`config.mk`:
```
export PLATFORM = sky130hd
export DESIGN_NAME = data_cache
export DESIGN_NICKNAME = d
export VERILOG_FILES = /design/src/rtl/data_cache.sv
export SDC_FILE = /design/constraint.sdc
export NUM_CORES = 1
export LEC_CHECK = 0
export ABC_AREA = 0
export BUFFER_PORTS_ARGS = -buffer_cell sky130_fd_sc_hd__clkbuf_2
export CORE_MARGIN = 2
export CORE_UTILIZATION = 45
export CTS_CLUSTER_DIAMETER = 80
export DETAILED_ROUTE_END_ITERATION = 10
export PLACE_DENSITY = 0.68
export SLEW_MARGIN = 40
export SYNTH_ARGS = -nofsm -noshare
export SYNTH_HDL_FRONTEND = slang
export SYNTH_SLANG_ARGS = --single-unit
```
`constraint.sdc`:
```
create_clock -name CLK -period 3 [get_ports CLK]
set_clock_uncertainty 0.1 [all_clocks]
set_input_delay 0.45 -clock CLK [delete_from_list [all_inputs] [get_ports CLK]]
set_output_delay 0.45 -clock CLK [all_outputs]
set_load 0.02 [all_outputs]
```
`src/rtl/data_cache.sv`:
```
// Direct-mapped, write-back, write-allocate data cache between the cpu data port and data_memory.
// Optional hit/miss counters are enabled with the DCACHE_STATS_EN macro.
module data_cache #(
    parameter int unsigned INDEX_W = 3
) (
    input  logic        CLK,
    input  logic        RESET,
    input  logic        READ,
    input  logic        WRITE,
    input  logic [7:0]  ADDRESS,
    input  logic [7:0]  WRITEDATA,
    output logic [7:0]  READDATA,
    output logic        BUSYWAIT,
    output logic        MEM_READ,
    output logic        MEM_WRITE,
    output logic [5:0]  MEM_ADDRESS,
    output logic [31:0] MEM_WRITEDATA,
    input  logic [31:0] MEM_READDATA,
    input  logic        MEM_BUSYWAIT
`ifdef DCACHE_STATS_EN
    ,
    output logic [15:0] HIT_COUNT,
    output logic [15:0] MISS_COUNT
`endif
);

    localparam int unsigned BLOCK_BYTES = 4;
    localparam int unsigned OFFSET_W    = $clog2(BLOCK_BYTES);
    localparam int unsigned NUM_BLOCKS  = 1 << INDEX_W;
    localparam int unsigned TAG_W       = 8 - OFFSET_W - INDEX_W;

    typedef enum logic [1:0] {IDLE, WRITEBACK, FETCH, UPDATE} state_t;

    state_t state_q, state_d;
    logic   first_q;

    logic [NUM_BLOCKS-1:0] valid_q;
    logic [NUM_BLOCKS-1:0] dirty_q;
    logic [TAG_W-1:0]      tag_q  [NUM_BLOCKS];
    logic [31:0]           data_q [NUM_BLOCKS];

    logic [INDEX_W-1:0]  idx;
    logic [TAG_W-1:0]    req_tag;
    logic [OFFSET_W-1:0] offset;
    logic [31:0]         cur_block;
    logic                req;
    logic                hit;
    logic                write_hit;
    logic                wait_done;

    logic        mem_read_d;
    logic        mem_write_d;
    logic [5:0]  mem_address_d;
    logic [31:0] mem_writedata_d;

    assign idx       = ADDRESS[OFFSET_W +: INDEX_W];
    assign req_tag   = ADDRESS[7 -: TAG_W];
    assign offset    = ADDRESS[OFFSET_W-1:0];
    assign cur_block = data_q[idx];
    assign req       = READ || WRITE;
    assign hit       = valid_q[idx] && (tag_q[idx] == req_tag);
    assign write_hit = (state_q == IDLE) && WRITE && hit;
    // Memory busy is ignored in the first cycle of a transfer, before memory has seen the strobe.
    assign wait_done = !first_q && !MEM_BUSYWAIT;

    assign BUSYWAIT = (state_q != IDLE) || (req && !hit);
    assign READDATA = (READ && hit) ? cur_block[{offset, 3'b000} +: 8] : 8'h00;

    // Next state and next memory-interface values.
    always_comb begin
        state_d         = state_q;
        mem_read_d      = 1'b0;
        mem_write_d     = 1'b0;
        mem_address_d   = 6'h00;
        mem_writedata_d = 32'h0;
        case (state_q)
            IDLE: begin
                if (req && !hit) begin
                    state_d = dirty_q[idx] ? WRITEBACK : FETCH;
                end
            end
            WRITEBACK: if (wait_done) state_d = FETCH;
            FETCH:     if (wait_done) state_d = UPDATE;
            UPDATE:    state_d = IDLE;
            default:   state_d = IDLE;
        endcase
        if (state_d == WRITEBACK) begin
            mem_write_d     = 1'b1;
            mem_address_d   = {tag_q[idx], idx};
            mem_writedata_d = cur_block;
        end else if (state_d == FETCH) begin
            mem_read_d    = 1'b1;
            mem_address_d = {req_tag, idx};
        end
    end

    // State, block status bits and registered memory strobes.
    always_ff @(posedge CLK) begin
        if (RESET) begin
            state_q       <= IDLE;
            first_q       <= 1'b0;
            valid_q       <= '0;
            dirty_q       <= '0;
            MEM_READ      <= 1'b0;
            MEM_WRITE     <= 1'b0;
            MEM_ADDRESS   <= 6'h00;
            MEM_WRITEDATA <= 32'h0;
        end else begin
            state_q       <= state_d;
            first_q       <= (state_d != state_q) &&
                             ((state_d == WRITEBACK) || (state_d == FETCH));
            MEM_READ      <= mem_read_d;
            MEM_WRITE     <= mem_write_d;
            MEM_ADDRESS   <= mem_address_d;
            MEM_WRITEDATA <= mem_writedata_d;
            if (state_q == UPDATE) begin
                valid_q[idx] <= 1'b1;
                dirty_q[idx] <= 1'b0;
            end else if (write_hit) begin
                dirty_q[idx] <= 1'b1;
            end
        end
    end

    // Tag and data arrays need no reset; valid gates their use.
    always_ff @(posedge CLK) begin
        if (state_q == UPDATE) begin
            data_q[idx] <= MEM_READDATA;
            tag_q[idx]  <= req_tag;
        end else if (write_hit) begin
            data_q[idx][{offset, 3'b000} +: 8] <= WRITEDATA;
        end
    end

`ifdef DCACHE_STATS_EN
    logic [15:0] hit_cnt_q;
    logic [15:0] miss_cnt_q;
    logic        after_update_q;

    // The hit that closes a miss arrives right after UPDATE and is not a fresh request.
    always_ff @(posedge CLK) begin
        if (RESET) begin
            hit_cnt_q      <= 16'h0;
            miss_cnt_q     <= 16'h0;
            after_update_q <= 1'b0;
        end else begin
            after_update_q <= (state_q == UPDATE);
            if ((state_q == IDLE) && req && hit && !after_update_q &&
                (hit_cnt_q != 16'hFFFF)) begin
                hit_cnt_q <= hit_cnt_q + 16'd1;
            end
            if ((state_q == IDLE) && (state_d != IDLE) && (miss_cnt_q != 16'hFFFF)) begin
                miss_cnt_q <= miss_cnt_q + 16'd1;
            end
        end
    end

    assign HIT_COUNT  = hit_cnt_q;
    assign MISS_COUNT = miss_cnt_q;
`endif

endmodule
```
==> impl.org <==
** Synthesis
- The share of the Yosys chip area taken by registers is 0.6798.
- Total of flip-flops plus latches after synthesis :: 339
- Dominant register cell in the synthesized netlist :: sky130_fd_sc_hd__edfxtp_1
- Of all cell types, the one taking the most synthesized area is sky130_fd_sc_hd__edfxtp_1.
- Syn Nets :: 977
- Number of warnings reported in the yosys synthesis log :: 0
- Largest cells by area after synthesis :: sky130_fd_sc_hd__edfxtp_1, sky130_fd_sc_hd__dfxtp_1, sky130_fd_sc_hd__mux2i_1
- In this run, synthesis inferred 280 flip-flops with an integrated enable.
- The number of different library cells used by synthesis comes to 53.
- Of the post-synthesis cell area, the dominant cell type holds 0.5961.
- Dividing the synthesized area by the synthesized cell count gives 15.38 um^2.
- Cell area after synthesis :: 14110 um^2
- Async S/R FF share, synth :: 0
- Synthesized instance count :: 917

** STA
- In this run the tightest slew margin relative to its limit is 0.4599.
- The final number of max-transition violations was 0.
- Derived from the worst setup path, the maximum achievable clock frequency is 0.3280 GHz.
- Number of hold violations in the final report :: 0
- Dividing the final minimum period by the clock period gives 1.016.
- After routing, the total negative slack on setup checks comes to -0.1320 ns.
- For the pin with the worst max-slew slack, the measured transition is 0.8039 ns.
- Post-layout min period :: 3.048 ns
- In the post-route analysis, the smallest setup slack over all paths is -0.04839 ns.
- RSZ-0062 raised after global routing :: yes
- Setup violations, final :: 6

** Global routing
- Across every metal layer, demand over resource in global routing totals 0.2523.
- The first global-routing pass estimated 60650 um of wire.
- The via count of the first global-routing pass is 9539.
- Summed over all layers, the global routing overflow is 0.
- The initial antenna violation count came to 1.
- Entering global routing, the biggest net connects 40 pins.

** Routing
- DRC violations left :: 0
- Vias per cell :: 5.765
- First-pass detailed-route iteration total :: 5
- The final layout contains routed wiring with a total length of 41040 um.
- Detail Route Antenna Nets :: 0
- Routed len/inst :: 24.98 um
- Total via count in the routed design :: 9472
- After the first detailed-routing iteration, the DRC count stood at 1106.

** Placed design
- Total instance count after detailed placement :: 1565
- Buffers placed on the I/O ports in this run total 101.
- Routability Congestion :: 0.8656
- After legalization and detailed placement, the total HPWL measured 28970 um.
- Placed cell area :: 16820 um^2

** Floorplanning
- Horizontal die dimension :: 181.1 um
- Starting density of the core :: 0.4587
- The floorplan has 64 rows.
- Pin placement for this block handled 102 I/O pins.
- The floorplan step defined a core boundary enclosing 30750 um^2.
- Area enclosed by the die boundary :: 32780 um^2
- Measured along the y axis, the die boundary spans 181.1 um.

** Clocking
- CTS placed an instance of sky130_fd_sc_hd__clkbuf_16 at the clock tree root.
- Maximum buffer depth of the clock tree :: 3
- At the later pin of the worst-skew pair, clock insertion delay measures 0.51 ns.
- Clock tree synthesis inserted a total of 36 buffers.
- Post-cts hold buffer count :: 0
- TritonCTS built the clock tree.
- The H-tree was split into 2 levels.
- Clock-pin slew reported for the worst setup and hold paths after clock tree synthesis :: 0.06 ns
- CTS saw 339 sinks.

** Layout
- Leaving out filler cells and counting taps, the final layout contains 1643.
- Layout Nets :: 1280
- In the layout the commonest cells are sky130_fd_sc_hd__edfxtp_1, sky130_fd_sc_hd__buf_4, sky130_fd_sc_hd__clkbuf_2, sky130_fd_sc_hd__mux2i_1, sky130_fd_sc_hd__nor2_1.
- Share of final-layout standard cells stronger than drive strength 1 :: 0.3941
- Leaving out fill and tap cells, the most frequent cell in the layout is sky130_fd_sc_hd__edfxtp_1.
- Summing all non-filler instances in the final layout gives an area of 18660 um^2.
- From synthesis to final layout, the design area changed by 32.27%.
- Post-layout utilization of the core :: 0.6068

** Setup path
- For the worst setup path, the data required time is 2.45 ns.
- Crit start category :: input pin
- The worst setup path is captured at a primary output.
- Data arrival time of the critical path :: 2.50 ns
- Of all nets on the critical path, the largest fanout is 9.
- Critical path class :: input pin to primary output

** Power
- Total power density per cell area :: 571.3 nW/um^2
- Power comes to 10.66 mW.
- The worst-case IR drop observed on VDD is 0.3805 mV.
- Static Leak :: 7.132 nW

** Run
- Across the run, the number of max-cap violations was 0.

** Min path
- The path class of the tightest hold or removal check is input pin to flip-flop.

** Run status
- The checks that failed: negative setup slack.
- The run finished, with violations left.
==> state kept, by name (all words and copies together), names as in the netlist, named ones only <==
signal         cells
MEM_WRITEDATA     32
valid_q            8
state_q            2
MEM_WRITE          1
tag_q             24
MEM_READ           1
first_q            1
data_q           256
MEM_ADDRESS        6
==> final cells by class <==
class | instances | area, um^2
fillers | 2307 | 12090
well taps | 396 | 495.5
repair buffers | 315 | 2771
clock buffers | 46 | 989.7
multi-input cells | 489 | 4433
clock inverters | 18 | 225.2
diodes | 1 | 2.502
inverters | 39 | 151.4
flip-flops and latches | 339 | 9589
==> critical path, cell delays in order <==
cell                       delay [ns]
sky130_fd_sc_hd__buf_6           0.17
sky130_fd_sc_hd__buf_12          0.17
sky130_fd_sc_hd__nor2b_1         0.23
sky130_fd_sc_hd__buf_4           0.24
sky130_fd_sc_hd__a22o_1          0.17
sky130_fd_sc_hd__a221oi_2        0.09
sky130_fd_sc_hd__mux4_2          0.53
sky130_fd_sc_hd__and3b_1         0.27
sky130_fd_sc_hd__clkbuf_8        0.16
==> path summary, 6_finish.rpt <==
path	slack (ns)	start	cells past startpoint	endpoint
max	-0.05	ADDRESS[2]	9	READDATA[1]
min	0.15	ADDRESS[6]	1	tag_q[3][1]
max reg2reg	0.29	tag_q[1][1]	10	data_q[5][24]
min reg2reg	0.37	valid_q[0]	2	valid_q[0]
==> stage by stage <==
| stage | hold WS (ns) | worst slack, ns |
|---|---|---|
| after global routing | 0.1499 | -0.08847 |
| final | 0.1548 | -0.04839 |
| after detailed placement | 0.3579 | -0.3242 |
| after global placement | 0.3495 | -0.3479 |
| after CTS | 0.1446 | -0.09487 |
| after floorplan | 0.3354 | -0.01620 |
==> power breakdown <==
group | switching, mW | total, mW | internal, mW
registers | 0.0147 | 5.14 | 5.12
logic | 0.555 | 0.987 | 0.432
clock network | 1.77 | 4.54 | 2.77
==> Yosys cell counts, types with 4 or more instances <==
cell type / instances
sky130_fd_sc_hd__a221oi_1: 32
sky130_fd_sc_hd__nand2_1: 61
sky130_fd_sc_hd__edfxtp_1: 280
sky130_fd_sc_hd__a22oi_1: 17
sky130_fd_sc_hd__nor3_1: 13
sky130_fd_sc_hd__mux2i_1: 79
sky130_fd_sc_hd__nand3_1: 4
sky130_fd_sc_hd__o22ai_1: 18
sky130_fd_sc_hd__and2_1: 20
sky130_fd_sc_hd__o21ba_1: 12
sky130_fd_sc_hd__buf_4: 6
sky130_fd_sc_hd__buf_2: 9
sky130_fd_sc_hd__inv_1: 37
sky130_fd_sc_hd__nor2_1: 71
sky130_fd_sc_hd__clkbuf_1: 22
sky130_fd_sc_hd__dfxtp_1: 59
sky130_fd_sc_hd__nor2b_1: 6
sky130_fd_sc_hd__nor3_2: 4
sky130_fd_sc_hd__o21a_1: 24
sky130_fd_sc_hd__a22o_1: 14
sky130_fd_sc_hd__buf_6: 11
sky130_fd_sc_hd__nor3_4: 4
sky130_fd_sc_hd__nand2b_1: 4
sky130_fd_sc_hd__ha_1: 7
sky130_fd_sc_hd__and3_1: 4
sky130_fd_sc_hd__nor3b_1: 6
sky130_fd_sc_hd__o21ai_0: 4
sky130_fd_sc_hd__mux4_2: 34
sky130_fd_sc_hd__a21oi_1: 7
sky130_fd_sc_hd__o221ai_1: 5
sky130_fd_sc_hd__mux2_2: 9
==> metal layers <==
layer | share of wire | track usage | vias to the layer above
li1 | - | - | 4147
met1 | 0.41 | 0.3390 | 4734
met4 | 0.032 | 0.08455 | 2
met5 | 0.00024 | 0 | -
met3 | 0.092 | 0.05503 | 90
met2 | 0.47 | 0.4105 | 499
==> what timing repair did <==
action / in CTS / in global routing
cloned: 0 / 1
buffers inserted: 11 / 2
pin swaps: 15 / 13
endpoints found under the setup margin: 8 / 9
gates resized for setup: 85 / 21
hold endpoints to repair: 0 / 0
==> kinds of logic (layout without fill, tap and decap cells) <==
logic type | after synthesis | count (layout) | share of synthesized area
fa+ha+maj | 7 | 7 | 0.006209
flops | 339 | 339 | 0.6798
mux | 125 | 125 | 0.1199
simple gates | 210 | 210 | 0.07362
compound gates | 147 | 147 | 0.08772
other cells | 0 | 1 | 0
buf+inv | 89 | 418 | 0.03273
No activity file was read; power rests on OpenSTA's default activity.
